**src/rtl/uart_frame_demux.sv**
```systemverilog
// rtl/uart_frame_demux.sv - tagged-word demultiplexer with checksummed atomic frame commit
// Channel words fill shadow registers; a good commit copies every written channel to the outputs at once.
module uart_frame_demux #(
  parameter int DATA_W      = 16,
  parameter int TAG_W       = 4,
  parameter int NCH         = 8,
  parameter int TIMEOUT_CYC = 1000000
) (
  input  logic                        clk,
  input  logic                        rst,
  input  logic [DATA_W-1:0]           in_data,
  input  logic                        in_valid,
  output logic [NCH*(DATA_W-TAG_W)-1:0] ch_data,
  output logic [NCH-1:0]              dirty,
  output logic                        frame_valid,
  output logic                        chk_err,
  output logic                        tag_err,
  output logic                        link_lost
);

  localparam int PAY_W = DATA_W - TAG_W;
  localparam int CNT_W = $clog2(TIMEOUT_CYC + 1);
  localparam logic [TAG_W-1:0] COMMIT = {TAG_W{1'b1}};
  localparam logic [TAG_W-1:0] NCH_T  = TAG_W'(NCH);
  localparam logic [CNT_W-1:0] T_CNT  = CNT_W'(TIMEOUT_CYC);

  typedef enum logic {IDLE, COLLECT} state_t;

  state_t           state;
  logic [PAY_W-1:0] shadow [NCH];
  logic [NCH-1:0]   wmask;
  logic [PAY_W-1:0] chk;
  logic [CNT_W-1:0] cnt;

  logic [TAG_W-1:0] tag;
  logic [PAY_W-1:0] pay;
  logic             is_ch, is_commit, chk_ok;
  logic [CNT_W-1:0] cnt_inc;

  assign tag       = in_data[DATA_W-1 -: TAG_W];
  assign pay       = in_data[PAY_W-1:0];
  assign is_ch     = (tag < NCH_T);
  assign is_commit = (tag == COMMIT);
  // An empty frame only commits with a zero checksum (keep-alive).
  assign chk_ok    = (state == IDLE) ? (pay == '0) : (pay == chk);
  assign cnt_inc   = (cnt == T_CNT) ? T_CNT : cnt + 1'b1;

  always_ff @(posedge clk) begin
    if (rst) begin
      state       <= IDLE;
      wmask       <= '0;
      chk         <= '0;
      cnt         <= '0;
      ch_data     <= '0;
      dirty       <= '0;
      frame_valid <= 1'b0;
      chk_err     <= 1'b0;
      tag_err     <= 1'b0;
      link_lost   <= 1'b0;
      for (int k = 0; k < NCH; k++) shadow[k] <= '0;
    end else begin
      frame_valid <= 1'b0;
      chk_err     <= 1'b0;
      tag_err     <= 1'b0;
      cnt         <= cnt_inc;
      if (cnt_inc == T_CNT) link_lost <= 1'b1;
      if (in_valid) begin
        if (is_ch) begin
          for (int k = 0; k < NCH; k++) begin
            if (tag == TAG_W'(k)) begin
              shadow[k] <= pay;
              wmask[k]  <= 1'b1;
            end
          end
          chk   <= chk ^ pay;
          state <= COLLECT;
        end else begin
          if (is_commit && chk_ok) begin
            for (int k = 0; k < NCH; k++) begin
              if (wmask[k]) ch_data[k*PAY_W +: PAY_W] <= shadow[k];
            end
            dirty       <= wmask;
            frame_valid <= 1'b1;
            cnt         <= '0;
            link_lost   <= 1'b0;
          end else if (is_commit) begin
            chk_err <= 1'b1;
          end else begin
            tag_err <= 1'b1;
          end
          wmask <= '0;
          chk   <= '0;
          state <= IDLE;
        end
      end
    end
  end

endmodule

```
**config.mk**
```make
export PLATFORM = sky130hd
export DESIGN_NAME = uart_frame_demux
export DESIGN_NICKNAME = d
export VERILOG_FILES = /design/src/rtl/uart_frame_demux.sv
export SDC_FILE = /design/constraint.sdc
export NUM_CORES = 1
export LEC_CHECK = 0
export ABC_AREA = 1
export ABC_CLOCK_PERIOD_IN_PS = 5200
export CAP_MARGIN = 20
export CORE_MARGIN = 3
export CORE_UTILIZATION = 55
export CTS_BUF_LIST = sky130_fd_sc_hd__clkbuf_8
export DETAILED_ROUTE_END_ITERATION = 10
export MAX_ROUTING_LAYER = met4
export PLACE_DENSITY_LB_ADDON = 0.08
export SETUP_SLACK_MARGIN = 0.05
export SLEW_MARGIN = 10
export SYNTH_ARGS = -nofsm -noshare
export SYNTH_HDL_FRONTEND = slang
export SYNTH_SLANG_ARGS = --single-unit
```
**constraint.sdc**
```tcl
create_clock -name clk -period 5.2 [get_ports clk]
set_input_delay 0.52 -clock clk [delete_from_list [all_inputs] [get_ports clk]]
set_output_delay 0.52 -clock clk [all_outputs]
set_load 0.005 [all_outputs]
```
==> metrics.log <==
INFO  metric routed_wire_length_per_instance = ~14 µm
INFO  metric via_count = 7708
INFO  metric critical_path_peak_fanout = 21
INFO  metric hold-worst-slack = 0.459 ns
INFO  metric yosys_register_bits = about 250
INFO  metric outcome = finished, final reports clean
INFO  metric n_fill_cell = between 1000 and 1500
INFO  metric synthCells = 1188
INFO  metric worst-endpoint-required = 5.57 ns
INFO  metric hold_viol = 0
INFO  metric htreeDepth = 2
INFO  metric drt_first_iter_violations = 469
INFO  metric clock_power_share = 0.425
INFO  metric globalRouteTotalUtil = 0.233
INFO  metric synth_async_reset_ratio = 0
INFO  metric grt_use_met2 = 0.347
INFO  metric critPathArrivalTime = between 2 and 3 ns
INFO  metric busiest_layer = met2
INFO  metric synth_edf_count = between 90 and 100
INFO  metric antennaDiodeCount = 0
INFO  metric post_cts.repair.setup_buffers = 0
INFO  metric ctsLongestPathBuffers = 3
INFO  metric ws_path_type = input port to flop
INFO  metric final_min_period_over_clock_period = 0.493
INFO  metric port_buffers = between 100 and 150
INFO  metric combPwrFrac = 0.037
INFO  metric die_h = 141 µm
INFO  metric placed_area = 11300 µm²
INFO  metric via_count_of_the_first_global_routing_pass = 7129
INFO  metric pwr-share-seq = 0.539
INFO  metric drc_errors = 0
INFO  metric max_freq = 390 MHz
INFO  metric timing_worst_slew_pin_value = between 0.9 and 1 ns
INFO  metric yosysWarnings = 0
INFO  metric worstSetupEndpointType = flop
INFO  metric start_util = 0.570
INFO  metric powerDensity = 317 nW/µm²
INFO  metric max_slew_headroom = 0.387
INFO  metric slew_violations = 0
INFO  metric net-switching-power = 878 µW
INFO  metric synth.yosys.seq_area_share = 0.585
INFO  metric synth_fp_nets = 1209
INFO  metric layout_cell_share_with_drive_strength_beyond_1 = 0.0739
INFO  metric synth.most_common_cell = sky130_fd_sc_hd__nor2_1
INFO  metric clk_root_buffer_cell = sky130_fd_sc_hd__clkbuf_8
INFO  metric fp.dieArea = 19900 µm²
INFO  metric totalNegativeSetupSlack = 0 ns
INFO  metric grt_first_pass_wirelength = roughly 36000 µm
INFO  metric postRouteAntennaNets = 0
INFO  metric fp-row-count = 48
INFO  metric synth.cells.most_frequent = 333 x sky130_fd_sc_hd__nor2_1, 286 x sky130_fd_sc_hd__nand2_1, 149 x sky130_fd_sc_hd__dfxtp_1
INFO  metric cts.hold.buffers_added = 0
INFO  metric ys_dominant_reg_cell = sky130_fd_sc_hd__dfxtp_1
INFO  metric synth_top_area_cell = sky130_fd_sc_hd__dfxtp_1
INFO  metric place_congestion = approximately 0.87
INFO  metric initial_antenna_violation_count = 0
INFO  metric viasPerCell = 4.88
INFO  metric global_route.overflow_total = 0
INFO  metric area_growth_syn_to_layout = 21.2%
INFO  metric p_sw_frac = 0.228
INFO  metric tritoncts_clock_tree = done
INFO  metric design_power_total = just under 4000 µW
INFO  metric mappedNetlistArea = 10000 µm²
INFO  metric finalCriticalPeriod = 2.56 ns
INFO  metric met3_usage = 0.0482
INFO  metric hold_path.class = flop to flop
INFO  metric cts-buffers-inserted = 41
INFO  metric setup_ws = 2.64 ns
INFO  metric cts.sinks = 245
INFO  metric clock_slew_seen_by_the_registers_of_the_worst_setup_and_hold_paths = around 0.050 ns
INFO  metric core_box_area = roughly 18000 µm²
INFO  metric internal_power = 2980 µW
INFO  metric fin_nets = 1343
INFO  metric setup-violations-final = 0
INFO  metric netlist-cell-type-count = 34
INFO  metric met1_demand_to_capacity_share_in_global_routing = 0.317
INFO  metric crit_path_start_kind = input port
INFO  metric yosys-top-cells-area = sky130_fd_sc_hd__dfxtp_1 30%, sky130_fd_sc_hd__edfxtp_1 29%, sky130_fd_sc_hd__nor2_1 12%
INFO  metric preCtsSetupSlack = 2.08 ns
INFO  metric yosysTopAreaCellShare = 0.298
INFO  metric detailed_place_hpwl = 14500 µm
INFO  metric p_leak = ~0.0055 µW
INFO  metric max-vdd-ir-drop = between 0.2 and 0.25 mV
INFO  metric maximum_number_of_pins_on_one_net_before_global_route_repair = 56
INFO  metric grt_setup_unrepaired = false
INFO  metric drt_first_pass_iters = 5
INFO  metric worst_skew_pair.late_latency = 0.54 ns
INFO  metric floorplan.die.width = 141 µm
INFO  metric wl = 22500 µm
INFO  metric skew = 0.0169 ns
INFO  metric io-pin-count = 127
INFO  metric cts_resized = 0
INFO  metric maxCapViolCount = 0
INFO  metric synthesis.area_per_instance = 8.44 µm²
INFO  metric fin_area = 12200 µm²
[area by class of cell]
type,count,area [µm²],share of cell area
tap,225,282,0.0232
multi-input combinational,753,3330,0.274
clock buffer,51,702,0.0578
inverter,147,554,0.0456
timing repair buffer,134,1320,0.109
clock inverter,24,100,0.00824
sequential,245,5870,0.483
[final timing paths]
kind | startpoint | to | slack, ns | cells after the start
hold reg to reg | link_lost$_SDFF_PP0_ | link_lost$_SDFF_PP0_ | 0.46 | 2
setup reg to reg | chk[7]$_SDFFE_PP0P_ | cnt[18]$_SDFF_PP0_ | 2.93 | 9
setup / recovery | in_data[2] | cnt[18]$_SDFF_PP0_ | 2.64 | 9
hold / removal | link_lost$_SDFF_PP0_ | link_lost$_SDFF_PP0_ | 0.46 | 2
[critical path: stages]
cell                              delay [ns]
sky130_fd_sc_hd__clkdlybuf4s50_1        0.46
sky130_fd_sc_hd__inv_2                  0.25
sky130_fd_sc_hd__nand4_1                0.16
sky130_fd_sc_hd__nor3_2                 0.14
sky130_fd_sc_hd__nand3_2                0.14
sky130_fd_sc_hd__nand2_8                0.19
sky130_fd_sc_hd__nand2_2                0.20
sky130_fd_sc_hd__o21ai_2                0.77
sky130_fd_sc_hd__a21oi_1                0.08
[cells in the final DEF (no fill, tap or decap), drive strengths merged]
master           n
a21boi           1
a21oi           25
a22oi            1
a2bb2oi          4
buf              8
clkbuf          51
clkdlybuf4s50  126
clkinv           8
dfxtp          149
edfxtp          96
ha               2
inv            163
nand2          291
nand3           18
nand3b           3
nand4           23
nor2           340
nor3             6
nor4             1
o21ai           18
o21bai           3
xnor2            4
xor2            13
[through the flow]
step / cells / util
floorplan: 1188 / -
global placement: 1504 / 0.645
detailed placement: 1504 / 0.645
CTS: 1579 / 0.691
global route: 1579 / 0.691
finish: 1579 / 0.691
[registers in the layout (all words and copies together) (netlist names)]
signal and count:
dirty 8, cnt 20, chk_err 1, state 1, chk 12, link_lost 1, ch_data 96, shadow 96
wmask 8, tag_err 1, frame_valid 1
[cell families after synthesis]
kind of cell               synth area share
DFF                                   0.585
AOI/OAI and AO/OA                    0.0291
and+or+nand+nor                       0.285
adders and majority gates           0.00250
buffers and inverters                0.0831
xor gates and xnor gates             0.0149
[routing by layer]
layer | share of wire | vias to the layer above
met3 | 0.067 | 44
met4 | 0.028 | 0
li1 | - | 3925
met5 | 0 | -
met2 | 0.45 | 243
met1 | 0.45 | 3496
[power by group through the flow]
stage	clock [µW]	combinational [µW]	sequential (µW)
floorplan	0	82.8	2110
global route	1750	155	2080
finish	1640	142	2080
CTS	1660	142	2080
detailed placement	0	141	2120
global placement	0	139	2120
No activity file was read; power rests on OpenSTA's default activity.
